===== src/rtl/uart_rx_shifter.sv =====
// UART receive shifter: synchronises rxd, validates the start bit on the
// oversampling tick and assembles data, optional parity and stop into frame results.
module uart_rx_shifter #(
    parameter int OVERSAMPLE  = 16,
    parameter int SYNC_STAGES = 2
) (
    input  logic       clk,
    input  logic       rst,
    input  logic       baud_tick,
    input  logic       rxd,
    input  logic [1:0] wls,
    input  logic       pen,
    output logic [7:0] rsr_data,
    output logic       received_parity,
    output logic       rx_done,
    output logic       framing_error,
    output logic       break_detect,
    output logic       rx_busy
);
    localparam int CW = $clog2(OVERSAMPLE);
    localparam logic [CW-1:0] HALF_M1 = CW'(OVERSAMPLE / 2 - 1);
    localparam logic [CW-1:0] FULL_M1 = CW'(OVERSAMPLE - 1);

    typedef enum logic [2:0] {IDLE, START, DATA, PARITY, STOP} state_t;

    state_t                 state;
    logic [SYNC_STAGES-1:0] sync_q;
    logic                   rxd_s;
    logic [CW-1:0]          tick_cnt;
    logic [2:0]             bit_idx;
    logic [7:0]             shift;
    logic                   par_q;
    logic                   seen_one;
    logic [1:0]             wls_q;
    logic                   pen_q;
    logic                   armed;
    logic                   last_bit;

    always_ff @(posedge clk or posedge rst) begin
        if (rst) sync_q <= '1;
        else     sync_q <= {sync_q[SYNC_STAGES-2:0], rxd};
    end
    assign rxd_s = sync_q[SYNC_STAGES-1];

    // Last data index is word length - 1, i.e. wls + 4.
    assign last_bit = (bit_idx == ({1'b0, wls_q} + 3'd4));

    always_ff @(posedge clk or posedge rst) begin
        if (rst) begin
            state           <= IDLE;
            tick_cnt        <= '0;
            bit_idx         <= '0;
            shift           <= '0;
            par_q           <= 1'b0;
            seen_one        <= 1'b0;
            wls_q           <= '0;
            pen_q           <= 1'b0;
            armed           <= 1'b1;
            rsr_data        <= '0;
            received_parity <= 1'b0;
            rx_done         <= 1'b0;
            framing_error   <= 1'b0;
            break_detect    <= 1'b0;
            rx_busy         <= 1'b0;
        end else begin
            rx_done <= 1'b0;
            if (baud_tick) begin
                case (state)
                    IDLE: begin
                        if (rxd_s) armed <= 1'b1;
                        else if (armed) begin
                            state    <= START;
                            tick_cnt <= '0;
                        end
                    end
                    START: begin
                        if (tick_cnt == HALF_M1) begin
                            if (rxd_s) state <= IDLE;
                            else begin
                                wls_q    <= wls;
                                pen_q    <= pen;
                                rx_busy  <= 1'b1;
                                shift    <= '0;
                                par_q    <= 1'b0;
                                seen_one <= 1'b0;
                                bit_idx  <= '0;
                                tick_cnt <= '0;
                                state    <= DATA;
                            end
                        end else tick_cnt <= tick_cnt + CW'(1);
                    end
                    DATA: begin
                        if (tick_cnt == FULL_M1) begin
                            tick_cnt       <= '0;
                            shift[bit_idx] <= rxd_s;
                            seen_one       <= seen_one | rxd_s;
                            bit_idx        <= bit_idx + 3'd1;
                            if (last_bit) state <= pen_q ? PARITY : STOP;
                        end else tick_cnt <= tick_cnt + CW'(1);
                    end
                    PARITY: begin
                        if (tick_cnt == FULL_M1) begin
                            tick_cnt <= '0;
                            par_q    <= rxd_s;
                            seen_one <= seen_one | rxd_s;
                            state    <= STOP;
                        end else tick_cnt <= tick_cnt + CW'(1);
                    end
                    STOP: begin
                        if (tick_cnt == FULL_M1) begin
                            tick_cnt        <= '0;
                            rsr_data        <= shift;
                            received_parity <= par_q & pen_q;
                            framing_error   <= ~rxd_s;
                            break_detect    <= ~seen_one & ~rxd_s;
                            rx_done         <= 1'b1;
                            rx_busy         <= 1'b0;
                            // A low stop bit leaves the receiver disarmed until the line idles high.
                            armed           <= rxd_s;
                            state           <= IDLE;
                        end else tick_cnt <= tick_cnt + CW'(1);
                    end
                    default: state <= IDLE;
                endcase
            end
        end
    end
endmodule


===== config.mk =====
export PLATFORM = sky130hd
export DESIGN_NAME = uart_rx_shifter
export DESIGN_NICKNAME = d
export VERILOG_FILES = /design/src/rtl/uart_rx_shifter.sv
export SDC_FILE = /design/constraint.sdc
export NUM_CORES = 1
export LEC_CHECK = 0
export ABC_CLOCK_PERIOD_IN_PS = 2000
export CAP_MARGIN = 20
export CORE_ASPECT_RATIO = 2
export CORE_UTILIZATION = 56
export CTS_CLUSTER_SIZE = 16
export DETAILED_ROUTE_END_ITERATION = 12
export GPL_ROUTABILITY_DRIVEN = 0
export PLACE_DENSITY = 0.87
export RECOVER_POWER = 50
export SYNTH_ARGS = -nofsm -noshare
export SYNTH_HDL_FRONTEND = slang
export SYNTH_SLANG_ARGS = --single-unit

===== constraint.sdc =====
create_clock -name clk -period 2 [get_ports clk]
set_input_delay 0.3 -clock clk [delete_from_list [all_inputs] [get_ports clk]]
set_output_delay 0.3 -clock clk [all_outputs]
set_load 0.01 [all_outputs]

Word level (Yosys, flattened, before mapping)
Index checks and enable logic that the tools add are counted.
W data, S select, Z words.
{"block": "op_classes", "addsub": 3, "multipliers": 0, "n_div": 0, "magnitude_cmp": 2, "n_eq_ne": 18, "shifts": 0, "n_mux": 42, "bitwise": 5, "n_reduce_logical": 19}
{"operator": "$mux W3", "n": 11}
{"operator": "$reduce_and A5 Y1", "n": 5}
{"operator": "$mux W8", "n": 3}
{"operator": "$mux W4", "n": 5}
{"operator": "$ne A2 B2 Y1 const B", "n": 9}
{"operator": "$pmux W8 S2", "n": 1}
{"operator": "$pmux W3 S5", "n": 1}
{"operator": "$mux W1", "n": 12}
{"operator": "$pmux W4 S3", "n": 1}
{"operator": "$reduce_bool A2 Y1", "n": 5}
{"operator": "$bwmux W8", "n": 1}
{"operator": "$pmux W1 S2", "n": 4}
{"operator": "$reduce_and A4 Y1", "n": 2}
{"operator": "$reduce_and A8 Y1", "n": 1}
{"operator": "$eq A3 B2 Y1 const B", "n": 2}
{"operator": "$pmux W3 S2", "n": 1}
{"operator": "$add A4 B1 Y4 const B", "n": 1}
{"operator": "$eq A4 B3 Y1 const B", "n": 1}
{"operator": "$eq A4 B4 Y1 const B", "n": 1}
{"operator": "$lt A3 B4 Y1 const B", "n": 1}
{"operator": "$add A2 B3 Y3 const B", "n": 1}
{"operator": "$add A3 B1 Y3 const B", "n": 1}
{"operator": "$demux W1 S3", "n": 1}
{"operator": "$eq A3 B1 Y1 const B", "n": 1}
{"operator": "other kinds (15)", "n": 17}
{"block": "word_totals", "reg_bits": 39, "latch_bits": 0, "mem_bits_rw": 0, "rom_bits": 0, "in_bits": 7, "n_memories": 0}

Longest topological paths before layout
{"block": "logic_depth", "ltp_word": 7, "mapped_depth": 7}

Least setup slack after synthesis
No wires, ideal clock.
{"block": "synth_timing", "kind": "register to register", "startpoint": "reg tick_cnt[0]", "endpoint": "reg pen_q", "setup_time_ns": 0.125, "arrival_ns": 1.557, "required_ns": 1.875, "slack_ns": 0.318, "path_stages_with_launch": 6, "period_less_slack_ns": 1.682, "cell_sequence": "dfrtp_1 > ha_1 > nand2_2 > nor3_4 > nor4b_4 > mux2_4"}
{"block": "synth_between", "elab_chain_cells": 2}
{"item": "start, declared", "line_no": "29", "text": "logic [CW-1:0] tick_cnt;"}
{"item": "start signal, assigned", "line_no": "90", "text": "end else tick_cnt <= tick_cnt + CW'(1);"}
{"item": "start signal, assigned", "line_no": "99", "text": "end else tick_cnt <= tick_cnt + CW'(1);"}
{"item": "start signal, assigned", "line_no": "107", "text": "end else tick_cnt <= tick_cnt + CW'(1);"}
{"item": "$eq A4 B3 Y1", "line_no": "77", "text": "if (tick_cnt == HALF_M1) begin"}
{"item": "$reduce_and A4 Y1 (no line)"}
{"item": "end signal, assigned", "line_no": "81", "text": "pen_q <= pen;"}
{"item": "end, declared", "line_no": "35", "text": "logic pen_q;"}
No other way between the ends.
A chain may end at the register's enable or synchronous reset.

Worst setup path in the final report
{"block": "layout_timing", "startpoint": "reg state[0]", "endpoint": "reg state[1]"}
{"block": "layout_between", "elab_chain_cells": 3, "word_cells_on_any_way": 14, "cone_classes": "11 x eq/ne; 1 x mux; 2 x reduce/logical"}
{"item": "start, declared", "line_no": "26", "text": "state_t state;"}
{"item": "start signal, assigned", "line_no": "98", "text": "if (last_bit) state <= pen_q ? PARITY : STOP;"}
{"item": "$eq A3 B2 Y1, or another cell as far along", "line_no": "68", "text": "case (state)"}
{"item": "$ne A2 B2 Y1 (no line)"}
{"item": "$reduce_and A8 Y1 (no line)"}
Parallel ways exist; a longest one is shown, timed or not.

==> results.md <==
* Final worst-path cycle share at 0.9166
* DR pass1 iterations at 4
* CP bufs+invs at 0
* Max Cap Viol at 0
* Most frequent cell after synthesis: nand2_1
* Clock root cell: clkbuf_8
* Largest net degree at the start of global routing at 40
* Yosys reg bits at 39
* RSZ-0062 raised after global routing: no
* Cell Area, Placed at 2215 sq um
* CP startpoint: state[0]
* Kind of critical path: flop to flop
* # IOs at 20
* CP Cell Sequence: nor2_2 -> a31oi_1 -> o21ai_0 -> o31ai_1 -> o41ai_1
* First-pass GRT wire length at a little over 7000 um
* Post-synth top area cell: dfrtp_1
* Synth async-reset ratio at 1.000
* CTS buffer count at 5
* Clock Path Buffers at 2
* Slew margin rel. at 0.3618
* Final core utilization at 0.6822
* CTS tree: yes
* Initial Utilization at 0.5896
* Residual DRC at 0
* Clk slew on worst S/H paths at about 0.070 ns
* Cell Rows at 30
* Synthesized area at roughly 2000 sq um
* Worst R2R End: state[1]
* Die H at about 86 um
* Worst hold endpoint: sync_q[1]
* IO Port Bufs at 19
* CTS H-tree depth at 2
* Final hold violation count at 0
* Initial DRC count at 59
* Yosys warning total at 0
* Gr usage total at 0.2562
* CTS Sinks at 39
* Largest cells by area after synthesis: dfrtp_1 (45%), nand2_1 (7.3%), dfstp_2 (4.0%)
* CP max-delay cell: dfrtp_1
* Hpwl dp at 3098 um
* Reg area at a little under 1000 sq um
* Post-synth top area share at 0.4523
* Antenna violations before repair at 0
* Max incr delay on CP at roughly 0.64 ns
* Hold WS at approximately 0.36 ns
* Post-synth EDFFs at 0
* Layout area overhead at 15.70%
* Setup TNS Final at 0 ns
* Layout cells sized above 1 at 0.1786
* Setup violators final at 0
* Final nets at 232
* Total die area at about 3800 sq um
* Cell count after synthesis at 200
* Final worst path period need at 1.833 ns
* Total gr overflow at 0
* Worst-case reg-to-reg path depth at 5
* Pins over their slew limit at 0
* Hold Crit Class: flop to flop
* Worst-margin pin slew at around 0.96 ns
* Syn nets at roughly 210
* Core footprint at about 3400 sq um
* Outcome: complete, no violations
* Drt total wl at between 4000 and 5000 um
* Multi-input logic area at between 800 and 900 sq um
* Crit path capture type: flop
* Post-synth cell types at 51
* Vias in the first global route at around 1,600
* Flop2flop setup slack at 0.17 ns
* Avg Inst Size Synth at 9.960 sq um
* Antenna Nets Post-Route at 0
* Synth Flop Type: dfrtp_1
* Most frequent cells after synthesis: nand2_1 (39), dfrtp_1 (36), o21ai_0 (11)
* Critical R2R Launch: state[0]
* CP top delay family: compound AO/OA/AOI/OAI gates
* Vias per cell at ~6.1
* Worst path arrival time at 2.00 ns
* PwrDens at roughly 940 nW/um^2
* Via count at 1,573
* CP Max Fanout at 11
* Post-CTS Hold Buffers at 0
* Worst Skew at 0.005337 ns
* Drt wl/cell at roughly 17 um
* Clock latency on the worst-skew pair at just under 0.3 ns
* Antenna cells at 0
* Hold Path Stages at 0
* Fmax at roughly 0.55 GHz
* Die W at around 44 um
* Fillers at between 200 and 300
* Hold Startpoint: sync_q[0]
* Register area share after synthesis at 0.4918
* Final Cell Area at about 2300 sq um
* Worst setup SP type: flop
* P_leak at roughly 1.0 nW
* Max VDD drop at about 0.60 mV
* Required time of the critical path at ~2.2 ns
## worst max-delay path by stage
stage | end | depth (start not counted) | slack (ns)
after floorplan | pen_q | 5 | 0.32
after global placement | pen_q | 5 | 0.15
after detailed placement | wls_q[0] | 5 | 0.09
after CTS | state[1] | 6 | 0.21
after global routing | state[1] | 5 | 0.03
final | state[1] | 5 | 0.17
## cell usage in the layout, fill, tap and decap left out, types with 2 or more instances in the layout
| cell type | instances |
|---|---|
| a21oi_1 | 3 |
| a31oi_1 | 8 |
| a41oi_1 | 2 |
| buf_4 | 7 |
| clkbuf_8 | 6 |
| clkdlybuf4s50_1 | 14 |
| dfrtp_1 | 35 |
| dfstp_2 | 3 |
| dlygate4sd3_1 | 5 |
| ha_1 | 2 |
| inv_1 | 10 |
| inv_2 | 2 |
| mux2_4 | 3 |
| mux2i_1 | 2 |
| nand2_1 | 39 |
| nand2_2 | 2 |
| nand2b_1 | 2 |
| nand3_1 | 6 |
| nor2_1 | 7 |
| nor3b_1 | 2 |
| o21ai_0 | 11 |
| o21ai_1 | 8 |
| o31ai_1 | 5 |
| o41ai_1 | 6 |
| xnor2_1 | 4 |
## what timing repair did
| action | CTS | global route |
|---|---|---|
| setup endpoints to repair | 0 | 1 |
| setup buffers | 0 | 0 |
| gates resized for setup | 0 | 1 |
## registers in the layout, indices dropped and copies added (netlist names), 2 cells and up
register / cells
bit_idx: 3
shift: 8
rsr_data: 8
state: 3
wls_q: 2
tick_cnt: 4
sync_q: 2
## layer usage
layer  share of wire  vias up  track usage  wire length (um)
li1                -      749            -                 -
met1            0.37      762       0.2777              1589
met2            0.56       47       0.4345              2395
met5               0        -            0                 0
met3           0.034       15      0.05417               148
met4           0.038        0       0.1598               163
## logic make-up after synthesis
family                     share of synthesized area
xor gates and xnor gates                     0.01759
buffers and inverters                        0.05841
DFF                                           0.4918
AOI/OAI and AO/OA                             0.1903
adders and majority gates                    0.01256
and+or+nand+nor                               0.1966
muxes                                        0.03266
## area by class of cell
cell class | count | area share
Tap cell | 32 | 0.01737
Sequential cell | 39 | 0.4256
Timing Repair Buffer | 27 | 0.1075
Inverter | 13 | 0.02117
Clock inverter | 1 | 0.002172
Clock buffer | 7 | 0.03746
Multi-Input combinational cell | 137 | 0.3887
## stage by stage
| step | setup WS [ns] | cells | power (mW) |
|---|---|---|---|
| CTS | 0.2077 | 256 | 2.171 |
| detailed placement | 0.09386 | 248 | 1.624 |
| global placement | 0.1519 | 248 | 1.598 |
| finish | 0.1668 | 256 | 2.161 |
| global route | 0.03297 | 256 | 2.288 |
| floorplan | 0.3179 | 200 | 1.483 |
## power by group
part / switching, mW / total, mW / internal, mW
clock: 0.266 / 0.544 / 0.278
sequential: 0.146 / 1.02 / 0.875
combinational: 0.315 / 0.597 / 0.282
total: 0.727 / 2.16 / 1.43
No activity file was read; power rests on OpenSTA's default activity.
